==> config.mk <==
export PLATFORM = sky130hd
export DESIGN_NAME = csd_partial_accum_flat
export DESIGN_NICKNAME = d
export VERILOG_FILES = /design/src/rtl/csd_partial_accum_if.sv /design/src/rtl/csd_partial_accum.sv /design/src/flat_wrapper.sv
export SDC_FILE = /design/constraint.sdc
export NUM_CORES = 1
export LEC_CHECK = 0
export CORE_UTILIZATION = 50
export CTS_CLUSTER_SIZE = 8
export DETAILED_ROUTE_END_ITERATION = 8
export GPL_TIMING_DRIVEN = 0
export PLACE_DENSITY = 0.77
export SYNTH_ARGS = -nofsm -noshare
export SYNTH_HDL_FRONTEND = slang
export SYNTH_SLANG_ARGS = --single-unit
==> constraint.sdc <==
create_clock -name clk -period 4.7 [get_ports clk]
set_input_delay 0.94 -clock clk [delete_from_list [all_inputs] [get_ports clk]]
set_output_delay 0.94 -clock clk [all_outputs]
set_load 0.1 [all_outputs]
==> src/rtl/csd_partial_accum_if.sv <==
// Handshake bundle between a product-beat source / result consumer and csd_partial_accum.
// The accumulator uses the slave side; the feeder/consumer side uses master.
interface csd_partial_accum_if #(
    parameter int PROD_WIDTH  = 32,
    parameter int ACCUM_WIDTH = 48,
    parameter int LEN_WIDTH   = 8
);
    logic                          start;
    logic [LEN_WIDTH-1:0]          vec_len;
    logic                          sparse_en;
    logic                          in_valid;
    logic                          in_ready;
    logic signed [PROD_WIDTH-1:0]  prod_data;
    logic                          prod_hi;
    logic                          out_valid;
    logic                          out_ready;
    logic signed [ACCUM_WIDTH-1:0] out_lsp;
    logic signed [ACCUM_WIDTH-1:0] out_msp;
    logic                          out_sparse;
    logic                          overflow;
    logic                          busy;

    modport master (
        output start, vec_len, sparse_en, in_valid, prod_data, prod_hi, out_ready,
        input  in_ready, out_valid, out_lsp, out_msp, out_sparse, overflow, busy
    );

    modport slave (
        input  start, vec_len, sparse_en, in_valid, prod_data, prod_hi, out_ready,
        output in_ready, out_valid, out_lsp, out_msp, out_sparse, overflow, busy
    );
endinterface

==> src/rtl/csd_partial_accum.sv <==
// Accumulates a job of signed product beats into LSP/MSP partial sums and holds the
// finished pair behind a valid/ready handshake for the sparse reduction stage.
module csd_partial_accum #(
    parameter int PROD_WIDTH  = 32,
    parameter int ACCUM_WIDTH = 48,
    parameter int LEN_WIDTH   = 8
) (
    input  logic                  clk,
    input  logic                  rst_n,
    csd_partial_accum_if.slave    bus
);

    typedef enum logic [1:0] {IDLE, ACCUM, HOLD} state_t;

    state_t                        state;
    logic [LEN_WIDTH-1:0]          len_q;
    logic [LEN_WIDTH-1:0]          cnt;
    logic [LEN_WIDTH-1:0]          cnt_nxt;
    logic                          sparse_q;
    logic signed [ACCUM_WIDTH-1:0] lsp_acc;
    logic signed [ACCUM_WIDTH-1:0] msp_acc;
    logic signed [ACCUM_WIDTH-1:0] ext;
    logic signed [ACCUM_WIDTH-1:0] add_a;
    logic signed [ACCUM_WIDTH-1:0] sum;
    logic                          ovf;
    logic                          out_valid_q;
    logic                          busy_q;
    logic                          take_beat;
    logic                          to_msp;

    function automatic logic signed [ACCUM_WIDTH-1:0] sext(input logic signed [PROD_WIDTH-1:0] v);
        return ACCUM_WIDTH'(v);
    endfunction

    // Same-sign operands producing an opposite-sign result means the wrap lost information.
    function automatic logic add_ovf(input logic signed [ACCUM_WIDTH-1:0] a,
                                     input logic signed [ACCUM_WIDTH-1:0] b,
                                     input logic signed [ACCUM_WIDTH-1:0] s);
        return (a[ACCUM_WIDTH-1] == b[ACCUM_WIDTH-1]) && (s[ACCUM_WIDTH-1] != a[ACCUM_WIDTH-1]);
    endfunction

    assign to_msp    = sparse_q && bus.prod_hi;
    assign ext       = sext(bus.prod_data);
    assign add_a     = to_msp ? msp_acc : lsp_acc;
    assign sum       = add_a + ext;
    assign take_beat = (state == ACCUM) && bus.in_valid;
    assign cnt_nxt   = cnt + LEN_WIDTH'(1);

    assign bus.in_ready   = (state == ACCUM);
    assign bus.out_valid  = out_valid_q;
    assign bus.out_lsp    = lsp_acc;
    assign bus.out_msp    = msp_acc;
    assign bus.out_sparse = sparse_q;
    assign bus.overflow   = ovf;
    assign bus.busy       = busy_q;

    always_ff @(posedge clk or negedge rst_n) begin
        if (!rst_n) begin
            state       <= IDLE;
            len_q       <= '0;
            cnt         <= '0;
            sparse_q    <= 1'b0;
            lsp_acc     <= '0;
            msp_acc     <= '0;
            ovf         <= 1'b0;
            out_valid_q <= 1'b0;
            busy_q      <= 1'b0;
        end else begin
            case (state)
                IDLE: begin
                    out_valid_q <= 1'b0;
                    if (bus.start) begin
                        len_q    <= bus.vec_len;
                        sparse_q <= bus.sparse_en;
                        lsp_acc  <= '0;
                        msp_acc  <= '0;
                        ovf      <= 1'b0;
                        cnt      <= '0;
                        busy_q   <= 1'b1;
                        state    <= (bus.vec_len != '0) ? ACCUM : HOLD;
                    end
                end
                ACCUM: begin
                    if (take_beat) begin
                        if (to_msp) msp_acc <= sum;
                        else        lsp_acc <= sum;
                        if (add_ovf(add_a, ext, sum)) ovf <= 1'b1;
                        cnt <= cnt_nxt;
                        if (cnt_nxt == len_q) begin
                            state       <= HOLD;
                            out_valid_q <= 1'b1;
                        end
                    end
                end
                HOLD: begin
                    // A zero-length job enters HOLD straight from IDLE; raise valid one cycle later.
                    if (!out_valid_q) begin
                        out_valid_q <= 1'b1;
                    end else if (bus.out_ready) begin
                        out_valid_q <= 1'b0;
                        busy_q      <= 1'b0;
                        state       <= IDLE;
                    end
                end
                default: state <= IDLE;
            endcase
        end
    end

endmodule
==> src/flat_wrapper.sv <==
// flat-port wrapper written by rule: the top's interface ports become plain ports
module csd_partial_accum_flat 
#(
    parameter int PROD_WIDTH  = 32,
    parameter int ACCUM_WIDTH = 48,
    parameter int LEN_WIDTH   = 8
)
  (clk, rst_n, bus_start, bus_vec_len, bus_sparse_en, bus_in_valid, bus_prod_data, bus_prod_hi, bus_out_ready, bus_in_ready, bus_out_valid, bus_out_lsp, bus_out_msp, bus_out_sparse, bus_overflow, bus_busy);
  csd_partial_accum_if #(.PROD_WIDTH(PROD_WIDTH), .ACCUM_WIDTH(ACCUM_WIDTH), .LEN_WIDTH(LEN_WIDTH)) bus_i ();
  input  logic clk;
  input  logic rst_n;
  input wire logic [$bits(bus_i.start)-1:0] bus_start;
  input wire logic [$bits(bus_i.vec_len)-1:0] bus_vec_len;
  input wire logic [$bits(bus_i.sparse_en)-1:0] bus_sparse_en;
  input wire logic [$bits(bus_i.in_valid)-1:0] bus_in_valid;
  input wire logic [$bits(bus_i.prod_data)-1:0] bus_prod_data;
  input wire logic [$bits(bus_i.prod_hi)-1:0] bus_prod_hi;
  input wire logic [$bits(bus_i.out_ready)-1:0] bus_out_ready;
  output wire logic [$bits(bus_i.in_ready)-1:0] bus_in_ready;
  output wire logic [$bits(bus_i.out_valid)-1:0] bus_out_valid;
  output wire logic [$bits(bus_i.out_lsp)-1:0] bus_out_lsp;
  output wire logic [$bits(bus_i.out_msp)-1:0] bus_out_msp;
  output wire logic [$bits(bus_i.out_sparse)-1:0] bus_out_sparse;
  output wire logic [$bits(bus_i.overflow)-1:0] bus_overflow;
  output wire logic [$bits(bus_i.busy)-1:0] bus_busy;
  assign bus_i.start = bus_start;
  assign bus_i.vec_len = bus_vec_len;
  assign bus_i.sparse_en = bus_sparse_en;
  assign bus_i.in_valid = bus_in_valid;
  assign bus_i.prod_data = bus_prod_data;
  assign bus_i.prod_hi = bus_prod_hi;
  assign bus_i.out_ready = bus_out_ready;
  assign bus_in_ready = bus_i.in_ready;
  assign bus_out_valid = bus_i.out_valid;
  assign bus_out_lsp = bus_i.out_lsp;
  assign bus_out_msp = bus_i.out_msp;
  assign bus_out_sparse = bus_i.out_sparse;
  assign bus_overflow = bus_i.overflow;
  assign bus_busy = bus_i.busy;
  csd_partial_accum #(.PROD_WIDTH(PROD_WIDTH), .ACCUM_WIDTH(ACCUM_WIDTH), .LEN_WIDTH(LEN_WIDTH)) u_core (.clk(clk), .rst_n(rst_n), .bus(bus_i));
endmodule
==> qor.yml, run 1 <==
place:
  portBuffers: 147
  hpwl_um: 17890
  gp_congestion: 0.9600
finish:
  area_delta_synth_final_pct: 30.12
  seq_area_um2: 2953
  multi_input_area_um2: 4915
  final_common_cell: "clkdlybuf4s50_1"
  diodes: 0
  layout_common_cells: "146 x clkdlybuf4s50_1, 141 x nand2_1, 118 x dfrtp_1, 75 x o21ai_0, 60 x mux2_2"
  nets: 1172
  drive_gt1_share_pct: 11.10
  fillers: 1292
  fin_util_pct: 66.50
timing:
  slew_headroom_pct: 27.07
  tightestPinTransition_ps: 1090
  min_period_ps: 4513
  rsz0062_at_grt: "false"
  drv_slew: 0
  fmax_ghz: 0.2216
  finalHoldViolations: 0
  fin_crit_sh_pct: 96.01
  setup_violations: 0
  finClkSkew_ps: 5.454
global_route:
  grt_pass1_wl_um: 37740
  track_usage_pct: 29.53
  gr-total-overflow: 0
  antenna_found_initial: 0
  grt_pass1_vias: 7408
  grt_max_degree: 70
worst_setup_path:
  path_delay_family: "compound AO/OA/AOI/OAI gates"
  cpPeakStageDelay_ps: 530
  r2r_cells: 14
  crit_type: "primary input to flop"
  critPathLaunch: "bus_prod_hi"
  crit_required_ps: 5010
  crit_path_top_delay_cell: "clkdlybuf4s50_1"
  worstPathMaxFanout: 10
  worstSetupStartpointType: "primary input"
  end_kind: "flop"
  reg2reg_from: "u_core.bus.out_sparse"
  cp_cell_sequence: "clkdlybuf4s50_1 -> nand2_2 -> clkbuf_4 -> mux2_2 -> ha_1 -> inv_1 -> fa_1 -> nand2b_1 -> a21oi_1 -> o21ai_1 -> a31o_2 -> a21boi_2 -> a221o_1 -> a41oi_1 -> xnor2_1 -> a22o_1"
  arrival_ps: 4820
  cp.depth: 16
  worstPathBufferInverterCount: 3
detailed_routing:
  ant_nets: 0
  wire_per_inst_um: 18.60
  via_count: 7703
  drc: 0
  detail_route.vias_per_cell: 5.939
  wl_um: 24120
  dr.pass1.iters: 5
  drt-initial-drc-count: 623
outcome:
  outcome: "completed"
synth:
  synth_ff_type: "dfrtp_1"
  synth_fp_nets: 1003
  synth_cell_types: 64
  ys_ff_latch: 118
  synthArstFlopShare_pct: 100.0
  synth.avg_cell_area_um2: 8.958
  synth_cells: 903
  synth_warnings: 0
  synth-edff-count: 0
  ys_seq_area_share_pct: 36.50
  mappedNetlistArea_um2: 8089
clock_tree:
  cts_hold_buf: 0
  clockBufferDepth: 2
  cts_tree: "built"
  clkLatencyLatePin_ps: 420
  htreeDepth: 4
  path_clk_slew_ps: 50
  cts_sinks: 118
  cts_root_buf: "clkbuf_16"
  numCtsBuffers: 17
floorplanning:
  core_region_area_um2: 15830
  io_pins: 148
  die_w_um: 129.2
  die_area_um2: 16690
  rows: 46
  dieHeight_um: 129.2
  initial_core_util_pct: 51.11
min_path:
  hp-class: "primary input to async pin"
job:
  cap_violations: 0
-- kinds of logic (layout without fill, tap and decap cells) --
kind of cell / after synthesis / after routing / share of synthesized area (%)
fa+ha+maj: 53 / 53 / 8.291
xor+xnor: 56 / 56 / 6.063
compound gates: 268 / 268 / 21.87
mux: 64 / 64 / 8.848
flops: 118 / 118 / 36.50
buf+inv: 72 / 250 / 3.418
simple gates: 272 / 272 / 15.00
-- final timing paths --
| check | end | slack [ps] |
|---|---|---|
| setup / recovery | u_core.bus.out_msp[40] | 190 |
| hold / removal | u_core.bus.out_lsp[5] | 450 |
| setup reg to reg | u_core.bus.out_msp[29] | 760 |
| hold reg to reg | u_core.bus.out_msp[10] | 500 |
| max in group asynchronous | u_core.bus.out_msp[33] | 3550 |
| min in group clk | u_core.bus.out_msp[10] | 500 |
-- synth_stat cells, types with 19 or more instances --
library cell	number	area share (%)
nand2_1	142	6.6
dfrtp_1	118	37
o21ai_0	75	4.6
mux2_2	60	8.4
a21oi_1	58	3.6
ha_1	52	8.0
nor2_1	50	2.3
clkbuf_1	38	1.8
xnor2_1	34	3.7
a22o_1	31	3.4
a21o_1	30	2.8
inv_1	23	1.1
xor2_1	22	2.4
nand3_1	19	1.2
-- final cells by class --
cell class,count,share of cell area (%)
sequential,118,28.06
clock buffer,24,4.767
timing repair buffer,150,14.40
tap,216,2.568
clock inverter,4,0.6657
multi-input combinational,713,46.70
inverter,23,0.8203
buffer,49,2.033
-- flip-flops by register name (all words and copies together), names as in the netlist --
| signal | flops |
|---|---|
| u_core.bus.out_lsp | 48 |
| u_core.bus.out_msp | 48 |
| u_core.cnt | 8 |
| u_core.len_q | 8 |
| u_core.state | 2 |
| u_core.bus.busy | 1 |
| u_core.bus.out_sparse | 1 |
| u_core.bus.out_valid | 1 |
| u_core.bus.overflow | 1 |
-- per-layer routing --
metal	part of all wire (%)	vias up	track usage (%)
met5	0	-	0
met1	44	3696	39.51
met4	2.4	0	11.07
met2	45	349	47.00
li1	-	3598	-
met3	8.1	60	6.358
-- through the flow --
stage,cell area [µm²],hold slack (ps),instances,setup TNS (ps),worst slack (ps)
6_report,10530,451.8,1297,0,187.4
5_1_grt,10530,499.0,1297,0,16.05
4_1_cts,10500,470.3,1295,0,75.91
3_5_place_dp,9859,489.6,1267,-64230,-1416
3_3_place_gp,9831,485.1,1266,-280450,-1873
2_1_floorplan,8089,470.4,903,0,197.4
-- repair_timing --
action,CTS,global route
buffers inserted,0,2
endpoints found under the setup margin,65,17
gates resized for setup,17,10
pin swaps,0,3
Power of run 1 is left out: the tool's default activity adds up to more than one toggle a clock period on the data nets, which glitch-free logic cannot reach.
==> inputs of run 2 (changes only) <==
- SLEW_MARGIN: default -> 20
==> results of run 2 <==
No change in the layout: final DEF, timing and power equal those of run 1.
Power of run 2 is left out for the same reason.
==> inputs of run 3 (changes only) <==
- ABC_CLOCK_PERIOD_IN_PS: default -> 4700
- CORE_UTILIZATION: 50 -> 54
- GPL_ROUTABILITY_DRIVEN: default -> 1
- PLACE_DENSITY: 0.77 -> 0.82
==> run 3 against run 2 <==
- fmax down 1.3%
- largest cell class unchanged
- setup slack got worse by 60 ps
- utilization is 5.8 points higher
- hold slack gained 5.7 ps
- non-clock buffer count unchanged
- flip-flop and latch count stayed put
- first-iteration DRC count is 8.5% higher
==> qor.yml, run 3 (synthesis results as in run 1) <==
floorplanning:
  rows: 44  # -4.3%
  dieHeight_um: 124.4  # -3.7%
  initial_core_util_pct: 55.45  # +4.3 points
  core_region_area_um2: 14590  # -7.8%
  die_area_um2: 15470  # -7.3%
  io_pins: 148  # unchanged
  die_w_um: 124.4  # -3.7%
finish:
  drive_gt1_share_pct: 11.43  # +0.33 points
  layout_common_cells: "146 x clkdlybuf4s50_1, 141 x nand2_1, 118 x dfrtp_1, 75 x o21ai_0, 60 x mux2_2"
  diodes: 0  # unchanged
  fillers: 1086  # -16%
  finalNonFillerCells: 1269  # -2.2%
  final_common_cell: "clkdlybuf4s50_1"
  area_delta_synth_final_pct: 30.43
  fin_util_pct: 72.32  # +5.8 points
  nets: 1172  # unchanged
timing:
  fin_crit_sh_pct: 97.28  # +1.3 points
  tightestPinTransition_ps: 1084  # -6.245 ps
  rsz0062_at_grt: "true"
  whs_ps: 457.5  # +5.748 ps
  fmax_ghz: 0.2187  # -1.3%
  drv_slew: 0  # unchanged
  setup_violations: 0  # unchanged
  finalHoldViolations: 0  # unchanged
  min_period_ps: 4572  # +59.66 ps
  slew_headroom_pct: 27.49  # +0.42 points
  fin_ws_ps: 127.7  # -59.66 ps
  finClkSkew_ps: 10.87  # +5.413 ps
worst_setup_path:
  crit_path_top_delay_cell: "clkdlybuf4s50_1"
  r2r_cells: 15  # +1
  cpPeakStageDelay_ps: 550  # +20 ps
  worstPathBufferInverterCount: 3  # unchanged
  worstSetupStartpointType: "primary input"
  path_delay_family: "compound AO/OA/AOI/OAI gates"
  arrival_ps: 4890  # +70 ps
  rrSetupSlack_ps: 710  # -50 ps
  worstPathMaxFanout: 10  # unchanged
  crit_type: "primary input to flop"
  cp.depth: 16  # unchanged
  end_kind: "flop"
  crit_required_ps: 5010  # about the same
  cp_cell_sequence: "clkdlybuf4s50_1 -> nand2_2 -> clkbuf_2 -> mux2_2 -> ha_1 -> inv_1 -> fa_1 -> nand2b_1 -> a21oi_1 -> o21ai_1 -> nand4_1 -> a31oi_2 -> o31ai_4 -> a21boi_0 -> xnor2_1 -> a22o_1"
detailed_routing:
  drt-initial-drc-count: 676  # +8.5%
  via_count: 7844  # +1.8%
  drc: 0  # unchanged
  wl_um: 24630  # +2.1%
  wire_per_inst_um: 19.41  # +4.4%
  ant_nets: 0  # unchanged
  detail_route.vias_per_cell: 6.181  # +4.1%
  dr.pass1.iters: 5  # unchanged
place:
  portBuffers: 147  # unchanged
  hpwl_um: 17810  # -0.45%
  post-place-ws_ps: -1464  # -48.15 ps
  gp_congestion: 0.9378  # -2.3%
  dp.cells: 1235  # -2.5%
global_route:
  antenna_found_initial: 0  # unchanged
  grt_pass1_wl_um: 39610  # +5.0%
  track_usage_pct: 32.33  # +2.8 points
  grt_pass1_vias: 7733  # +4.4%
  grt_max_degree: 67  # -4.3%
  gr-total-overflow: 0  # unchanged
min_path:
  hp-class: "primary input to async pin"
clock_tree:
  cts_hold_buf: 0  # unchanged
  cts_tree: "built"
  clockBufferDepth: 2  # unchanged
  clkLatencyLatePin_ps: 430  # about the same
  cts_sinks: 118  # unchanged
  cts_root_buf: "clkbuf_16"
  numCtsBuffers: 17  # unchanged
  path_clk_slew_ps: 60  # about the same
  htreeDepth: 4  # unchanged
outcome:
  outcome: "completed"
job:
  cap_violations: 0  # unchanged
## run 3: cell types whose count changed in the layout (fill, tap and decap cells not counted), moves of 2 or more
cell        change
bufinv_16       +2
clkinv_4        +3
clkinvlp_4      +2
clkbuf_8        -2
buf_6           -2
## run 3: layout make-up
cell class,count,area [µm²],share of cell area (%)
plain buffers,49,212.7,2.016
clock buffers,20,456.7,4.329
clock inverters,12,176.4,1.672
inverters,23,86.33,0.8183
multi-input cells,713,4920,46.63
flip-flops and latches,118,2953,27.99
well taps,184,230.2,2.182
repair buffers,150,1515,14.36
## run 3: worst register-to-register path, stage by stage, from the launching register on
cell       delay [ps]
dfrtp_1           440
nand2_2           180
buf_4             230
buf_4             250
mux2_2            370
ha_1              280
buf_2             180
nor3_1             80
o31a_1            240
or3_4             340
a31oi_4           190
o21ai_2           120
o21ai_4           170
a2111oi_1         100
a311o_1           360
a221o_1           320
## run 3: timing repair
| action | CTS | global route |
|---|---|---|
| gates cloned | 0 | 0 |
| endpoints found under the hold margin | 0 | 0 |
| buffers inserted | 0 | 2 |
| setup endpoints to repair | 68 | 37 |
| pin swaps | 0 | 3 |
| gates resized for setup | 13 | 11 |
## run 3: path summary, 6_finish.rpt
check	from	end
worst max-delay path	bus_prod_hi	u_core.bus.out_lsp[38]
worst min-delay path	rst_n	u_core.bus.out_lsp[5]
worst max register to register	u_core.bus.out_sparse	u_core.bus.out_lsp[29]
worst min register to register	u_core.bus.out_lsp[7]	u_core.bus.out_lsp[7]
max in group asynchronous	rst_n	u_core.bus.out_lsp[41]
min in group clk	u_core.bus.out_lsp[7]	u_core.bus.out_lsp[7]
## run 3: stage by stage
stage | setup TNS (ps) | area (µm²)
after global placement | -268850 | 9791
after detailed placement | -68760 | 9819
final | 0 | 10550
after CTS | 0 | 10490
after floorplan | 0 | 8089
after global routing | -118.3 | 10550
## run 3: per-layer routing
metal	wire [µm]	share of wire, %	vias to the layer above	GRT usage (%)
met2	11480	47	370	51.32
li1	-	-	3612	-
met3	1906	7.7	77	7.045
met1	10360	42	3785	41.62
met5	0	0	-	0
met4	885	3.6	0	16.16
Power of run 3 is left out for the same reason.
==> edit 1 (config.mk and constraints of run 1) <==
Make the reset (`rst_n`) synchronous in one clocked block.
--- a/src/rtl/csd_partial_accum.sv
+++ b/src/rtl/csd_partial_accum.sv
@@ -55,5 +55,5 @@
     assign bus.busy       = busy_q;
 
-    always_ff @(posedge clk or negedge rst_n) begin
+    always_ff @(posedge clk) begin
         if (!rst_n) begin
             state       <= IDLE;
Behaviour: differs if rst_n is asserted again (counterexample within 4 cycles, from zero or initial values and one cycle with rst_n low); with rst_n held inactive, the same outputs for 4 cycles.
==> edit 1 against run 1 <==
  * Cell area decreased by 4.6%
  * Wire length is 0.87% higher
  * Synthesized cell count up 3.5%
  * Clock skew grew 4.4 ps
  * Highest routed layer unchanged
  * Area after synthesis decreased by 5.2%
  * Setup slack worse by 17 ps
  * Sequential cell count stayed put
  * First-iteration DRC count increased by 19%
==> edit 1: results (changes against run 1) <==
stage;metric;value;unit;change
synthesis;Commonest cells post-synth;118 x dfxtp_1, 110 x nand2_1, 104 x a21oi_1;;
setup_path;Worst path top cell family by delay;simple AND/OR/NAND/NOR gates;;
finish;bufs w/o clock;201;;+1.0%
sta;final setup skew;9.896;ps;+4.442 ps
synthesis;Synth area leaders;dfxtp_1 31%, ha_1 8.5%, mux2_2 7.0%, a21oi_1 6.8%, nand2_1 5.4%;;
finish;multi-input combinational area share;50.98;%;+4.3 points
finish;FF+latch count;118;;unchanged
finish;clock buf count;22;;-8.3%
finish;inverters;16;;-30%
finish;Post-layout nets;1206;;+2.9%
grt;vias in the first global route;7335;;-0.99%
finish;Filler cells;1262;;-2.3%
finish;multi-input logic cell count;752;;+5.5%
grt;first-pass GRT wire length;38.00;mm;+0.69%
synthesis;Post-synth ARST share;0;%;-100 points
drt;1st-iter DRT viols;743;;+19%
synthesis;syn_nets;1035;;+3.2%
synthesis;library cells used by synthesis;70;;+9.4%
sta;Worst Tran Pin Value;1263;ps;+173.2 ps
synthesis;cell count after synthesis;935;;+3.5%
placement;GPL Wtd Cong;0.9735;;+1.4%
placement;Placed Area;9373;µm²;-4.9%
finish;Seq area share;23.51;%;-4.5 points
drt;final wirelength;24.33;mm;+0.87%
synthesis;register area share after synthesis;30.79;%;-5.7 points
sta;Max Clock Freq;220.8;MHz;-0.37%
sta;Final Hold Slack;470.5;ps;+18.72 ps
placement;hpwl dp;17.76;mm;-0.71%
grt;GRT Util Overall;30.61;%;+1.1 points
setup_path;Worst path slowest cell;or4_1;;
synthesis;ys flop type;dfxtp_1;;
die;die area;15840;µm²;-5.1%
grt;pin count of the biggest net entering global routing;23;;-67%
drt;drt first pass iters;6;;+1
drt;met3 wire length;1.822;mm;-6.3%
finish;number of cells in the finished layout apart from fillers;1303;;+0.46%
setup_path;worst r2r path cells;18;;+4
setup_path;setup slack, reg-to-reg;810;ps;+50 ps
setup_path;CP Data Arrival Time;4900;ps;+80 ps
finish;area delta synth->final;30.96;%;
grt;met2 GRT Util;49.28;%;+2.3 points
finish;Clock buf/inv share;5.418;%;-0.015 points
drt;via count;7820;;+1.5%
min_path;Hold/Removal Path Class;reg2reg;;
placement;Placement Setup Slack;-1710;ps;-294.1 ps
finish;layout cells sized above 1;10.72;%;-0.38 points
setup_path;Reg-to-Reg Start;u_core.bus.out_sparse$_SDFFE_PN0P_;;
drt;wl on met1;10.71;mm;+0.55%
drt;met2 WL;11.11;mm;+1.4%
outcome;status;completed;;
grt;M1 GR Usage;40.28;%;+0.77 points
setup_path;RR Endpoint;u_core.bus.out_lsp[40]$_SDFFE_PN0P_;;
edit 1: cell types whose count changed after synthesis, moves of 30 or more:
cell	before	now
o21ai_0	75	44
nor2_1	50	80
nand2_1	142	110
dfrtp_1	118	0
dfxtp_1	0	118
a21oi_1	58	104
edit 1: worst max path at each step:
stage,from,to,slack (ps),cells after the start
3_3_place_gp,bus_prod_hi,u_core.bus.out_msp[42]$_SDFFE_PN0P_,-1690,17
5_1_grt,bus_prod_hi,u_core.bus.overflow$_SDFFE_PN0P_,-10,16
2_1_floorplan,u_core.bus.out_sparse$_SDFFE_PN0P_,u_core.bus.out_msp[42]$_SDFFE_PN0P_,130,16
6_report,bus_prod_hi,u_core.bus.overflow$_SDFFE_PN0P_,170,16
4_1_cts,bus_prod_hi,u_core.bus.out_msp[26]$_SDFFE_PN0P_,20,17
3_5_place_dp,bus_prod_hi,u_core.bus.out_lsp[40]$_SDFFE_PN0P_,-1710,17
edit 1: cell families (layout without fill, tap and decap cells):
logic type | count (synthesis) | in the layout | share of synthesized area, %
buf+inv | 65 | 249 | 3.229
xor+xnor | 51 | 51 | 5.823
compound gates | 298 | 298 | 25.89
flops | 118 | 118 | 30.79
mux | 49 | 49 | 7.177
fa+ha+maj | 53 | 53 | 8.742
simple gates | 301 | 301 | 18.35
edit 1: report_power, final:
part | internal (µW) | switching (µW) | total (µW)
Sequential | 1110 | 97.8 | 1210
Combinational | 594 | 1600 | 2190
Clock | 746 | 476 | 1220
Total | 2450 | 2170 | 4620
edit 1: timing repair:
item	in CTS	in global routing
pin swaps	3	3
resized for setup	15	13
hold buffers	0	0
setup endpoints to repair	85	35
endpoints found under the hold margin	0	0
buffers inserted	2	5
==> edit 2 (config.mk and constraints of run 1) <==
Made on the original files. `LEN_WIDTH` is set to 8 in 3 places; all go to 16.
--- a/src/rtl/csd_partial_accum_if.sv
+++ b/src/rtl/csd_partial_accum_if.sv
@@ -4,5 +4,5 @@
     parameter int PROD_WIDTH  = 32,
     parameter int ACCUM_WIDTH = 48,
-    parameter int LEN_WIDTH   = 8
+    parameter int LEN_WIDTH   = 16
 );
     logic                          start;
--- a/src/rtl/csd_partial_accum.sv
+++ b/src/rtl/csd_partial_accum.sv
@@ -4,5 +4,5 @@
     parameter int PROD_WIDTH  = 32,
     parameter int ACCUM_WIDTH = 48,
-    parameter int LEN_WIDTH   = 8
+    parameter int LEN_WIDTH   = 16
 ) (
     input  logic                  clk,
--- a/src/flat_wrapper.sv
+++ b/src/flat_wrapper.sv
@@ -4,5 +4,5 @@
     parameter int PROD_WIDTH  = 32,
     parameter int ACCUM_WIDTH = 48,
-    parameter int LEN_WIDTH   = 8
+    parameter int LEN_WIDTH   = 16
 )
   (clk, rst_n, bus_start, bus_vec_len, bus_sparse_en, bus_in_valid, bus_prod_data, bus_prod_hi, bus_out_ready, bus_in_ready, bus_out_valid, bus_out_lsp, bus_out_msp, bus_out_sparse, bus_overflow, bus_busy);
Ports: changed (resized bus_vec_len); port bits go from 148 to 156. No check against the original RTL was run, so the function may have changed too.
==> edit 2 against run 1 <==
  * Die area is 16% higher
  * Wire length is 17% higher
  * Sequential share of layout area is 0.086 points lower
  * Setup slack worse by 63 ps
  * Cell area is 14% higher
  * Global-route usage is 0.15 points lower
  * Largest cell class unchanged
  * Utilization is 0.43 points lower
  * Critical endpoint is now u_core.bus.out_lsp[44]$_DFFE_PN0P_
  * Area after synthesis is 16% higher
  * Sequential cell count is 16 higher
  * The run now ends with design-rule violations left
  * Maximum frequency is 1.4% lower
Power is left out: the tool's default activity adds up to more than one toggle a clock period on the data nets, which glitch-free logic cannot reach.
==> edit 2: results (changes against run 1) <==
stage;metric;value;unit;change
setup_path;worst r2r path cells;17;;+3
synthesis;Synth area leaders;dfrtp_1 36%, nand2_1 14%, ha_1 6.9%, o21ai_0 5.5%, xnor2_1 3.7%;;
cts;CTS root buffer;clkbuf_16;;
setup_path;RR Endpoint;u_core.bus.out_lsp[44]$_DFFE_PN0P_;;
drt;drt first pass iters;9;;+4
finish;layout cells sized above 1;7.586;%;-3.5 points
min_path;Hold/Removal Path Class;in2async;;
outcome;failing checks;design-rule violations;;
synthesis;register area share after synthesis;35.76;%;-0.75 points
synthesis;yosys warns;0;;unchanged
drt;via count;9222;;+20%
outcome;status;finished with violations;;
drt;DRC Markers;6;;+6
synthesis;syn_nets;1288;;+28%
finish;Filler cells;1579;;+22%
cts;CTS Buf Count;17;;unchanged
synthesis;library cells used by synthesis;72;;+13%
sta;Slew headroom;27.84;%;+0.76 points
setup_path;setup slack, reg-to-reg;740;ps;-20 ps
cts;Max Root-Sink Buffers;2;;unchanged
placement;port buffer count;155;;+5.4%
finish;Antenna Cells;0;;unchanged
sta;Final Slew Violations;0;;unchanged
sta;Final Hold Slack;489.4;ps;+37.68 ps
synthesis;Commonest cells post-synth;362 x nand2_1, 134 x dfrtp_1, 103 x o21ai_0;;
cts;Worst-Skew Late Latency;430;ps;
synthesis;ys flop type;dfrtp_1;;
finish;Post-layout nets;1466;;+25%
grt;pin count of the biggest net entering global routing;76;;+8.6%
grt;initial antenna violation count;0;;unchanged
placement;hpwl dp;20.79;mm;+16%
placement;GPL Wtd Cong;0.9526;;-0.77%
grt;GRT Util Overall;29.39;%;-0.15 points
cts;Worst-path clk slew;60;ps;
cts;total number of H-tree levels;4;;unchanged
setup_path;CP Data Arrival Time;4880;ps;+60 ps
grt;first-pass GRT wire length;45.20;mm;+20%
drt;Avg WL per Cell;17.67;µm;-5.0%
drt;1st-iter DRT viols;724;;+16%
grt;vias in the first global route;8893;;+20%
placement;Placement Setup Slack;-904.7;ps;+511.4 ps
sta;final setup skew;9.644;ps;+4.190 ps
setup_path;Reg-to-Reg Start;u_core.bus.out_sparse$_DFFE_PN0P_;;
synthesis;Post-synth ARST share;100.0;%;unchanged
setup_path;Worst Path Max Fanout;10;;unchanged
==> edit 2: changes by cell type after synthesis, sizes merged, moves of 16 or more <==
cell	run 1	this run
nand2	143	363
mux2	60	17
nor2	50	25
o21ai	82	120
dfrtp	118	134
a22o	31	15
==> edit 2: worst max path at each step <==
stage	startpoint	slack, ps	depth (start not counted)	endpoint
2_1_floorplan	u_core.bus.out_sparse$_DFFE_PN0P_	410	18	u_core.bus.out_lsp[44]$_DFFE_PN0P_
6_report	bus_prod_hi	120	18	u_core.bus.out_lsp[44]$_DFFE_PN0P_
4_1_cts	bus_prod_hi	30	18	u_core.bus.out_lsp[44]$_DFFE_PN0P_
3_3_place_gp	rst_n	-2670	1	u_core.bus.out_msp[34]$_DFFE_PN0P_
3_5_place_dp	bus_prod_hi	-900	19	u_core.bus.out_lsp[44]$_DFFE_PN0P_
5_1_grt	bus_prod_hi	-20	18	u_core.bus.out_lsp[44]$_DFFE_PN0P_
==> edit 2: critical path, stage by stage <==
cell and delay (ps):
clkdlybuf4s50_1 520, and2_4 210, clkbuf_8 200, nand2_1 60
nand2_1 60, ha_1 180, inv_1 60, fa_1 370
nand2b_1 210, a21oi_2 210, o21ai_2 140, o31ai_4 270
a41oi_1 210, a211o_1 400, o31ai_4 260, a311oi_1 150
xor2_1 290, o21ai_1 110
==> edit 2: logic make-up after synthesis <==
family	after synthesis	share of synthesized area [%]
buffers and inverters	96	4.123
DFF	134	35.76
adders and majority gates	53	7.151
muxes	27	3.109
xor gates and xnor gates	62	5.791
AOI/OAI and AO/OA	306	21.31
and+or+nand+nor	502	22.76
==> edit 2: routing by layer <==
layer	vias up	global-route usage, %	routed length, µm
li1	4445	-	-
met1	4404	38.07	12190
met2	319	48.56	13500
met3	54	5.352	1710
met4	0	11.93	863
met5	-	0	0
==> edit 2: what timing repair did <==
| item | CTS | global route |
|---|---|---|
| setup endpoints to repair | 35 | 29 |
| setup buffers | 0 | 4 |
| pin swaps | 0 | 6 |
| gates resized for setup | 9 | 21 |
| cloned | 0 | 0 |
==> edit 2: final cells by class <==
type                            instances  area share, %
Sequential cell                       134          27.97
Buffer                                 68          2.651
Tap cell                              229          2.390
Clock inverter                         11          1.440
Clock buffer                           21          3.924
Multi-Input combinational cell        950          47.35
Timing Repair Buffer                  160          13.43
Inverter                               27         0.8453
==> edit 2: metrics by stage <==
step | cells | instance area [µm²]
after floorplan | 1180 | 9378
after global placement | 1564 | 11220
after detailed placement | 1565 | 11240
after CTS | 1596 | 11910
after global routing | 1600 | 11990
final | 1600 | 11990
